### src/rtl/fmul_arbiter_pkg.sv
// -----------------------------------------------------------------------------
// fmul_arbiter_pkg
// Shared accelerator package: FP32 width, default multiplier latency, the
// {valid, idx} tag carried alongside each multiply, and a one-hot to index
// helper used by the arbiter.
// -----------------------------------------------------------------------------
package fmul_arbiter_pkg;

    localparam int FP_W        = 32;
    localparam int MUL_LAT_DEF = 4;
    localparam int MAX_REQ     = 8;
    localparam int IDX_W       = 3;   // enough for up to MAX_REQ requesters

    typedef struct packed {
        logic             valid;
        logic [IDX_W-1:0] idx;
    } tag_t;

    // Encode a one-hot (or all-zero) vector into a requester index.
    function automatic logic [IDX_W-1:0] onehot_to_idx(input logic [MAX_REQ-1:0] oh);
        logic [IDX_W-1:0] idx;
        idx = '0;
        for (int i = 0; i < MAX_REQ; i++) begin
            if (oh[i]) begin
                idx = idx | IDX_W'(i);
            end else begin
                idx = idx;
            end
        end
        return idx;
    endfunction

endpackage

### src/rtl/fmul_arbiter_if.sv
// -----------------------------------------------------------------------------
// fmul_arbiter_if
// Requester-side bus of the shared FP32 multiplier arbiter.
//   req_valid/req_ready : per-requester handshake (ready is one-hot grant)
//   req_a/req_b         : packed operands, slice i = bits [32i+31:32i]
//   rsp_valid/rsp_z     : one-cycle one-hot result strobe and result value
// Modports: master = requesters, slave = arbiter.
// -----------------------------------------------------------------------------
interface fmul_arbiter_if
    import fmul_arbiter_pkg::*;
#(
    parameter int NREQ = 4
) ();

    logic [NREQ-1:0]      req_valid;
    logic [NREQ-1:0]      req_ready;
    logic [NREQ*FP_W-1:0] req_a;
    logic [NREQ*FP_W-1:0] req_b;
    logic [NREQ-1:0]      rsp_valid;
    logic [FP_W-1:0]      rsp_z;

    modport master (
        output req_valid, req_a, req_b,
        input  req_ready, rsp_valid, rsp_z
    );

    modport slave (
        input  req_valid, req_a, req_b,
        output req_ready, rsp_valid, rsp_z
    );

endinterface

### src/rtl/fmul_arbiter_rr_arbiter.sv
// -----------------------------------------------------------------------------
// rr_arbiter
// Combinational round-robin grant: gnt is one-hot on the first set req bit
// strictly after ptr, searching modulo NREQ; zero when req is zero.
//   req : request vector
//   ptr : index granted last
//   gnt : one-hot grant
// -----------------------------------------------------------------------------
module rr_arbiter
    import fmul_arbiter_pkg::*;
#(
    parameter int NREQ = 4
) (
    input  logic [NREQ-1:0]  req,
    input  logic [IDX_W-1:0] ptr,
    output logic [NREQ-1:0]  gnt
);

    logic [NREQ-1:0] gnt_s;
    logic            found_s;

    // Two ascending passes: indices above ptr first, then wrap to 0..ptr.
    always_comb begin
        gnt_s   = '0;
        found_s = 1'b0;
        for (int i = 0; i < NREQ; i++) begin
            if (!found_s && req[i] && (i > int'(ptr))) begin
                gnt_s[i] = 1'b1;
                found_s  = 1'b1;
            end else begin
                found_s  = found_s;
            end
        end
        for (int i = 0; i < NREQ; i++) begin
            if (!found_s && req[i] && (i <= int'(ptr))) begin
                gnt_s[i] = 1'b1;
                found_s  = 1'b1;
            end else begin
                found_s  = found_s;
            end
        end
    end

    assign gnt = gnt_s;

endmodule

### src/rtl/fmul_arbiter.sv
// -----------------------------------------------------------------------------
// fmul_arbiter
// Shares one external FP32 multiplier (latency MUL_LAT) among NREQ requesters
// with round-robin grant and an in-order tag pipeline that steers each result
// back to its requester 1+MUL_LAT cycles after issue.
// Ports:
//   clk, rst          : clock, asynchronous active-low reset
//   bus (slave)       : requester handshake, operands and result strobe
//   mul_a, mul_b      : registered operands to the shared multiplier
//   mul_z             : multiplier result
//   busy              : any operation in flight
// Optional (macro FMUL_ARB_PERF_EN): perf_issue_cnt, perf_stall_cnt, 32-bit
// saturating counters of issues and of cycles with a stalled requester.
// The multiplier lives in the accelerator top and takes ~rst as its
// active-high reset.
// -----------------------------------------------------------------------------
module fmul_arbiter
    import fmul_arbiter_pkg::*;
#(
    parameter int NREQ    = 4,
    parameter int MUL_LAT = MUL_LAT_DEF
) (
    input  logic            clk,
    input  logic            rst,
    fmul_arbiter_if.slave   bus,
    output logic [FP_W-1:0] mul_a,
    output logic [FP_W-1:0] mul_b,
    input  logic [FP_W-1:0] mul_z,
`ifdef FMUL_ARB_PERF_EN
    output logic [31:0]     perf_issue_cnt,
    output logic [31:0]     perf_stall_cnt,
`endif
    output logic            busy
);

    logic [IDX_W-1:0]   ptr_r;
    logic [NREQ-1:0]    gnt_s;
    logic [NREQ-1:0]    ready_s;
    logic [MAX_REQ-1:0] gnt_wide_s;
    logic               issue_s;
    logic [IDX_W-1:0]   issue_idx_s;
    logic [FP_W-1:0]    a_sel_s;
    logic [FP_W-1:0]    b_sel_s;
    tag_t               tag_r [MUL_LAT+1];
    logic [NREQ-1:0]    rsp_valid_s;
    logic [FP_W-1:0]    rsp_z_s;
    logic               busy_s;

    rr_arbiter #(.NREQ(NREQ)) u_rr_arbiter (
        .req (bus.req_valid),
        .ptr (ptr_r),
        .gnt (gnt_s)
    );

    // Grant is suppressed while reset is held; select the granted operands.
    always_comb begin
        if (rst) begin
            ready_s = gnt_s;
        end else begin
            ready_s = '0;
        end
        gnt_wide_s             = '0;
        gnt_wide_s[NREQ-1:0]   = ready_s;
        issue_s                = |(bus.req_valid & ready_s);
        issue_idx_s            = onehot_to_idx(gnt_wide_s);
        a_sel_s                = '0;
        b_sel_s                = '0;
        for (int i = 0; i < NREQ; i++) begin
            if (ready_s[i]) begin
                a_sel_s = bus.req_a[i*FP_W +: FP_W];
                b_sel_s = bus.req_b[i*FP_W +: FP_W];
            end else begin
                a_sel_s = a_sel_s;
            end
        end
    end

    assign bus.req_ready = ready_s;

    // Pointer and multiplier operand registers, updated only on issue.
    always_ff @(posedge clk or negedge rst) begin
        if (!rst) begin
            ptr_r <= IDX_W'(NREQ - 1);
            mul_a <= '0;
            mul_b <= '0;
        end else if (issue_s) begin
            ptr_r <= issue_idx_s;
            mul_a <= a_sel_s;
            mul_b <= b_sel_s;
        end else begin
            ptr_r <= ptr_r;
            mul_a <= mul_a;
            mul_b <= mul_b;
        end
    end

    // Tag pipeline: stage MUL_LAT lines up with mul_z for the same operation.
    always_ff @(posedge clk or negedge rst) begin
        if (!rst) begin
            for (int i = 0; i <= MUL_LAT; i++) begin
                tag_r[i] <= '0;
            end
        end else begin
            tag_r[0].valid <= issue_s;
            tag_r[0].idx   <= issue_idx_s;
            for (int i = 1; i <= MUL_LAT; i++) begin
                tag_r[i] <= tag_r[i-1];
            end
        end
    end

    // Result steering from the last tag stage; busy is any live tag.
    always_comb begin
        rsp_valid_s = '0;
        rsp_z_s     = '0;
        busy_s      = 1'b0;
        for (int i = 0; i < NREQ; i++) begin
            rsp_valid_s[i] = tag_r[MUL_LAT].valid && (int'(tag_r[MUL_LAT].idx) == i);
        end
        if (tag_r[MUL_LAT].valid) begin
            rsp_z_s = mul_z;
        end else begin
            rsp_z_s = '0;
        end
        for (int i = 0; i <= MUL_LAT; i++) begin
            busy_s = busy_s | tag_r[i].valid;
        end
    end

    assign bus.rsp_valid = rsp_valid_s;
    assign bus.rsp_z     = rsp_z_s;
    assign busy          = busy_s;

`ifdef FMUL_ARB_PERF_EN
    logic [31:0] perf_issue_r;
    logic [31:0] perf_stall_r;
    logic        stall_s;

    assign stall_s = |(bus.req_valid & ~ready_s);

    // Saturating issue and stall counters.
    always_ff @(posedge clk or negedge rst) begin
        if (!rst) begin
            perf_issue_r <= 32'd0;
            perf_stall_r <= 32'd0;
        end else begin
            if (issue_s && (perf_issue_r != 32'hFFFF_FFFF)) begin
                perf_issue_r <= perf_issue_r + 32'd1;
            end else begin
                perf_issue_r <= perf_issue_r;
            end
            if (stall_s && (perf_stall_r != 32'hFFFF_FFFF)) begin
                perf_stall_r <= perf_stall_r + 32'd1;
            end else begin
                perf_stall_r <= perf_stall_r;
            end
        end
    end

    assign perf_issue_cnt = perf_issue_r;
    assign perf_stall_cnt = perf_stall_r;
`endif

endmodule

### src/flat_wrapper.sv
// flat-port wrapper written by rule: the top's interface ports become plain ports
module fmul_arbiter_flat import fmul_arbiter_pkg::*;
#(
    parameter int NREQ    = 4,
    parameter int MUL_LAT = MUL_LAT_DEF
)
  (clk, rst, mul_a, mul_b, mul_z, busy, bus_req_valid, bus_req_a, bus_req_b, bus_req_ready, bus_rsp_valid, bus_rsp_z);
  fmul_arbiter_if #(.NREQ(NREQ)) bus_i ();
  input  logic clk;
  input  logic rst;
  output logic [FP_W-1:0] mul_a;
  output logic [FP_W-1:0] mul_b;
  input  logic [FP_W-1:0] mul_z;
  output logic busy;
  input wire logic [$bits(bus_i.req_valid)-1:0] bus_req_valid;
  input wire logic [$bits(bus_i.req_a)-1:0] bus_req_a;
  input wire logic [$bits(bus_i.req_b)-1:0] bus_req_b;
  output wire logic [$bits(bus_i.req_ready)-1:0] bus_req_ready;
  output wire logic [$bits(bus_i.rsp_valid)-1:0] bus_rsp_valid;
  output wire logic [$bits(bus_i.rsp_z)-1:0] bus_rsp_z;
  assign bus_i.req_valid = bus_req_valid;
  assign bus_i.req_a = bus_req_a;
  assign bus_i.req_b = bus_req_b;
  assign bus_req_ready = bus_i.req_ready;
  assign bus_rsp_valid = bus_i.rsp_valid;
  assign bus_rsp_z = bus_i.rsp_z;
  fmul_arbiter #(.NREQ(NREQ), .MUL_LAT(MUL_LAT)) u_core (.clk(clk), .rst(rst), .bus(bus_i), .mul_a(mul_a), .mul_b(mul_b), .mul_z(mul_z), .busy(busy));
endmodule
### config.mk
export PLATFORM = sky130hd
export DESIGN_NAME = fmul_arbiter_flat
export DESIGN_NICKNAME = d
export VERILOG_FILES = /design/src/rtl/fmul_arbiter_pkg.sv /design/src/rtl/fmul_arbiter_if.sv /design/src/rtl/fmul_arbiter_rr_arbiter.sv /design/src/rtl/fmul_arbiter.sv /design/src/flat_wrapper.sv
export SDC_FILE = /design/constraint.sdc
export NUM_CORES = 1
export LEC_CHECK = 0
export ABC_CLOCK_PERIOD_IN_PS = 1600
export CAP_MARGIN = 40
export CORE_AREA = 2 2 156 158
export DETAILED_ROUTE_END_ITERATION = 8
export DIE_AREA = 0 0 158 160
export PLACE_DENSITY = 0.52
export RECOVER_POWER = 50
export SLEW_MARGIN = 0
export SYNTH_ARGS = -nofsm -noshare
export SYNTH_HDL_FRONTEND = slang
export SYNTH_SLANG_ARGS = --single-unit
### constraint.sdc
create_clock -name clk -period 1.6 [get_ports clk]
set_input_delay 0.24 -clock clk [delete_from_list [all_inputs] [get_ports clk]]
set_output_delay 0.24 -clock clk [all_outputs]
set_load 0.01 [all_outputs]
# ---- Yosys cells after proc, flatten, opt, wreduce, memory -nomap -nowiden
# Index checks and enable logic that the tools add are counted.
dict set report op_classes {
  n_lt_le_gt_ge 6
  eq_ne 3
  muxes 25
  bitwise 5
  n_reduce_logical 24
}
# operator n
set ops {}
lappend ops {{2-to-1 mux 32 bit} 9}
lappend ops {{logical AND 1 bit} 16}
lappend ops {{2-to-1 mux 1 bit} 13}
lappend ops {{equality test 3 bit (second input constant)} 2}
lappend ops {{greater-than comparator 2 x 3 -> 1 bit (first input constant)} 2}
lappend ops {{<= comparator 2 x 3 -> 1 bit (first input constant)} 2}
lappend ops {{logical NOT 1 bit} 6}
lappend ops {{AND 4 bit} 1}
lappend ops {{2-to-1 mux 2 bit} 2}
lappend ops {{2-to-1 mux 4 bit} 1}
lappend ops {{OR 1 bit} 4}
lappend ops {{OR reduction 4 bit} 1}
lappend ops {{equality test 3 x 2 -> 1 bit (second input constant)} 1}
lappend ops {{greater-than comparator 1 x 3 -> 1 bit (first input constant)} 1}
lappend ops {{<= comparator 1 x 3 -> 1 bit (first input constant)} 1}
lappend ops {{logical NOT 3 bit} 1}
dict set report word_totals {
  ff_bits 87
  input_bits 294
  elab_cells 76
}

# ---- Longest topological paths before layout
dict set report depth {
  ltp_word 31
  mapped_depth 9
  depth_no_buf 6
}

# ---- Hierarchy
# A second synthesis with hierarchy kept.
dict set report unflattened {
  cells_unflattened 671
  area_unflattened_um2 5834.3
}
# module n_inst cells_each area_each_um2
set by_module_without_submodules {}
lappend by_module_without_submodules {fmul_arbiter 1 652 5710.5}
lappend by_module_without_submodules {rr_arbiter 1 19 123.9}

# ---- Worst setup path before layout
# No wires, ideal clock.
dict set report synth_path {
  path_type {flip-flop to flip-flop}
  start {reg u_core.ptr_r[1]}
  end {reg u_core.mul_a[0]}
  setup_ns 0.128
  t_arrival_ns 1.620
  required_ns 1.472
  path_slack_ns -0.148
  stages_incl_launch_ff 8
  path_cell_list {dfstp_2 > buf_4 > o22ai_1 > a21oi_1 > nor2_4 > clkbuf_1 > a221oi_1 > o21ai_1}
}
dict set report synth_via {
  elab_chain_cells 29
}
# element line_no
set synth_rtl {}
lappend synth_rtl {{start, declared} fmul_arbiter.sv:36} ;# logic [IDX_W-1:0] ptr_r;
lappend synth_rtl {{start signal, assigned} fmul_arbiter.sv:83} ;# ptr_r <= IDX_W'(NREQ - 1);
lappend synth_rtl {{start signal, assigned} fmul_arbiter.sv:87} ;# ptr_r <= issue_idx_s;
lappend synth_rtl {{start signal, assigned} fmul_arbiter.sv:91} ;# ptr_r <= ptr_r;
lappend synth_rtl {{greater-than comparator 1 x 3 -> 1 bit} fmul_arbiter_rr_arbiter.sv:27} ;# if (!found_s && req[i] && (i > int'(ptr))) begin
lappend synth_rtl {{logical AND 1 bit} fmul_arbiter_rr_arbiter.sv:27}
lappend synth_rtl {{2-to-1 mux 1 bit} fmul_arbiter_rr_arbiter.sv:27}
lappend synth_rtl {{logical NOT 1 bit} fmul_arbiter_rr_arbiter.sv:27}
lappend synth_rtl {{logical AND 1 bit (2 in a row)} fmul_arbiter_rr_arbiter.sv:27}
lappend synth_rtl {{2-to-1 mux 1 bit} fmul_arbiter_rr_arbiter.sv:27}
lappend synth_rtl {{logical NOT 1 bit} fmul_arbiter_rr_arbiter.sv:27}
lappend synth_rtl {{logical AND 1 bit (2 in a row)} fmul_arbiter_rr_arbiter.sv:27}
lappend synth_rtl {{(+9 left out)} -}
lappend synth_rtl {{logical AND 1 bit (2 in a row)} fmul_arbiter_rr_arbiter.sv:35} ;# if (!found_s && req[i] && (i <= int'(ptr))) begin
lappend synth_rtl {{2-to-1 mux 1 bit} fmul_arbiter_rr_arbiter.sv:35}
lappend synth_rtl {{logical NOT 1 bit} fmul_arbiter_rr_arbiter.sv:35}
lappend synth_rtl {{logical AND 1 bit (2 in a row)} fmul_arbiter_rr_arbiter.sv:35}
lappend synth_rtl {{2-to-1 mux 1 bit} fmul_arbiter_rr_arbiter.sv:35}
lappend synth_rtl {{2-to-1 mux 4 bit (*)} fmul_arbiter.sv:57} ;# if (rst) begin
lappend synth_rtl {{AND 4 bit} fmul_arbiter.sv:64} ;# issue_s = |(bus.req_valid & ready_s);
lappend synth_rtl {{OR reduction 4 bit} fmul_arbiter.sv:64}
lappend synth_rtl {{end signal, assigned} fmul_arbiter.sv:88} ;# mul_a <= a_sel_s;
lappend synth_rtl {{end signal, assigned} fmul_arbiter.sv:92} ;# mul_a <= mul_a;
lappend synth_rtl {{end, declared} fmul_arbiter.sv:26} ;# output logic [FP_W-1:0] mul_a,
# Mark *: on every way between the ends. The rest lies on a longest branch, timed or not.
# A chain may end at the register's enable or synchronous reset.

# ---- Worst setup path after layout
dict set report layout_path {
  start {reg u_core.ptr_r[0]}
  end {reg u_core.mul_a[2]}
}
# Same word-level chain as after synthesis.

==> results.md <==
- Final Cell Area: ~11000 µm²
- CTS clock-pin slew for the worst setup and hold paths: around 0.060 ns
- Core area: 23820 µm²
- Peak supply drop: 0.5262 mV
- Final WL: about 26000 µm
- Clock root cell: clkbuf_16
- Via count: just under 6000
- Dpl ws: -0.6416 ns
- Yosys reg bits: 81
- Total number of yosys warnings: 0
- CP max-delay cell: dfstp_2
- Later-pin clock latency in the skew report: 0.35 ns
- Final hold slack: between 0.3 and 0.4 ns
- Drt first pass iters: 4
- Hold depth: 0
- Most frequent cell after synthesis: dfrtp_1
- Synth Instances: ~470
- Mapped Nets: ~760
- Htree depth: 3
- Startpoint Class: flop
- Post-synth EDFFs: 0
- Setup ws final: -0.3408 ns
- Starting Density: 0.1881
- Fmax: slightly above 500 MHz
- TritonCTS clock tree: yes
- Placed inst area: around 9600 µm²
- Minimum clock period: a little under 2 ns
- Detailed placer's ending HPWL: roughly 19000 µm
- CTS Buffer Depth: 2
- RSZ-0062 raised after global routing: true
- WP data arrival: ~2.2 ns
- Area leader, netlist: dfrtp_1
- CTS Buf Count: 9
- Port buffer count: between 300 and 400
- Largest net degree at the start of global routing: 50
- CP most frequent cell: buf_12
- Routed WL per cell: roughly 20 µm
- CP endpoint kind: flop
- End of the worst hold path: u_core.tag_r[1]$_DFF_PN0_
- RR Startpoint: u_core.ptr_r[0]$_DFFE_PN1P_
- GRT overflow: 0
- Number of I/O pins: around 400
- Final hold vios: 0
- Row count: between 50 and 60
- Min-delay src: u_core.tag_r[5]$_DFF_PN0_
- Die height: ~160 µm
- Nets: around 1200
- CTS Sinks: 81
- Gr usage total: 0.1908
- Crit Reg-Reg Endpoint: u_core.mul_a[2]$_DFFE_PN0P_
- Setup Skew: 0.01007 ns
- Tcrit/Tclk final: 1.213
- Async SR Flop Fraction: 1.000
- Sequential share of the synthesized area: 0.4529
- Synth-to-Final Area Change: 138.5%
- Initial antenna violation count: 1
- # setup viols final: 70
- Failing checks: setup timing
- Max_cap viols: 0
- Status: finished with violations
- Most instantiated cells after synthesis: dfrtp_1 (79), o21ai_0 (71), a221oi_1 (64), a22oi_1 (64), o21ai_1 (60)
- Crit path cell chain: buf_6 > o22ai_4 > a21oi_2 > buf_4 > nor2_4 > buf_12 > buf_12 > a221oi_4 > o21ai_1
- Relative slew slack: 0.1207
- Initial drt markers: ~280
- Post-synthesis cell area: ~4500 µm²
- # DRC: 0
- Worst min path class: flop to flop
- Layout cell share with drive strength beyond 1: 0.2693
- First-pass GRT wire length: approximately 36000 µm
- Post-layout util: 0.4486
- Main synth FF type: dfrtp_1
- Critical Path RT: around 1.8 ns
- Lkg Pwr: 0.004183 µW
- Die width: 158 µm
- Top cells by area, synth: dfrtp_1 (44%), a221oi_1 (13%), a22oi_1 (11%), o21ai_0 (7.9%), o21ai_1 (6.7%)
- CP Max Fanout: 8
- Synth Area per Inst: roughly 9.6 µm²
- Unique masters post-synth: 34
- Vias in the first global route: 6121
- Pwr Total: around 13000 µW
- RD Place Congestion: about 0.8
- Pwr Density: between 1000 and 1500 nW/µm²
- Cell count of the worst reg-to-reg path: 9
- Fin. max-slew vios: 0
- Worst path buffer plus inverter count: 4
- Worst-Margin Slew: between 1 and 1.5 ns
- Final ANT Viol Nets: 0
- Setup CP Type: flop to flop
- Reg2reg setup slack: -0.34 ns
- Delay-heaviest family, CP: flip-flops
- Crit path largest cell delay: roughly 0.59 ns
- Die ar.: 25280 µm²
- Top-area cell type share of the netlist area: 0.4412
- Drt via density: ~4.7
## registers in the layout, indices dropped and copies added (netlist names)
| register | count |
|---|---|
| u_core.tag_r | 15 |
| u_core.mul_b | 32 |
| u_core.ptr_r | 2 |
| u_core.mul_a | 32 |
## worst register-to-register path, stage by stage (launching register included)
cell and delay [ns]:
dfstp_2 0.59, buf_6 0.14, o22ai_4 0.07, a21oi_2 0.16, buf_4 0.14, nor2_4 0.05, buf_12 0.15, buf_12 0.15
a221oi_4 0.28, o21ai_1 0.09
## logic make-up after synthesis
group                  count (synthesis)  synth area share
AOI/OAI and AO/OA                    266            0.3912
DFF                                   81            0.4529
and+or+nand+nor                       62           0.08210
buffers and inverters                 58           0.07372
## cell type report
cell class,count,area [µm²]
Fill cell,2336,13140
Clock inverter,6,90.09
Timing Repair Buffer,490,5017
Antenna cell,1,2.502
Inverter,6,22.52
Clock buffer,10,229.0
Sequential cell,81,2031
Multi-Input combinational cell,328,2888
Tap cell,324,405.4
## through the flow
step           std cells  TNS [ns]
2_1_floorplan        467    -3.070
3_3_place_gp        1200    -35.59
3_5_place_dp        1200    -36.38
4_1_cts             1245    -19.45
5_1_grt             1246    -26.85
6_report            1246    -20.56
## power by group
group	switching, µW	leakage, µW	internal (µW)
sequential	460	0.00102	2790
clock	928	0.000153	1380
combinational	3060	0.00301	3960
## layer usage
layer / wire length [µm] / global-route usage / vias up
li1: - / - / 2739
met1: 9606 / 0.2081 / 2815
met3: 2199 / 0.05509 / 20
met2: 13280 / 0.3520 / 266
met5: 0 / 0 / -
met4: 529 / 0.05897 / 0
## worst max path at each step
stage,start,cells after the start,to,slack [ns]
6_report,u_core.ptr_r[0]$_DFFE_PN1P_,9,u_core.mul_a[2]$_DFFE_PN0P_,-0.34
5_1_grt,u_core.ptr_r[0]$_DFFE_PN1P_,9,u_core.mul_b[26]$_DFFE_PN0P_,-0.45
4_1_cts,u_core.ptr_r[1]$_DFFE_PN1P_,7,bus_req_ready[2],-0.32
3_5_place_dp,bus_req_valid[3],8,u_core.mul_b[18]$_DFFE_PN0P_,-0.64
3_3_place_gp,bus_req_valid[3],8,u_core.mul_b[18]$_DFFE_PN0P_,-0.64
2_1_floorplan,u_core.ptr_r[1]$_DFFE_PN1P_,8,u_core.mul_b[10]$_DFFE_PN0P_,-0.06
## timing repair
action / CTS / global route
gates cloned: 3 / 4
setup buffers: 25 / 2
resized for setup: 208 / 86
hold buffers: 1 / 0
setup endpoints to repair: 107 / 102
pin swaps: 58 / 51
hold endpoints to repair: 6 / 0
## placed cells by master, fill, tap and decap left out, types with 11 or more instances in the layout
| cell | n |
|---|---|
| buf_4 | 36 |
| o21ai_0 | 52 |
| clkbuf_16 | 13 |
| a221oi_2 | 45 |
| buf_2 | 20 |
| buf_6 | 38 |
| a22oi_1 | 63 |
| buf_12 | 20 |
| dfrtp_1 | 78 |
| o21ai_1 | 73 |
| and2_1 | 21 |
| and2_4 | 11 |
| a221oi_4 | 19 |
| clkdlybuf4s50_1 | 353 |
No activity file was read; power rests on OpenSTA's default activity.
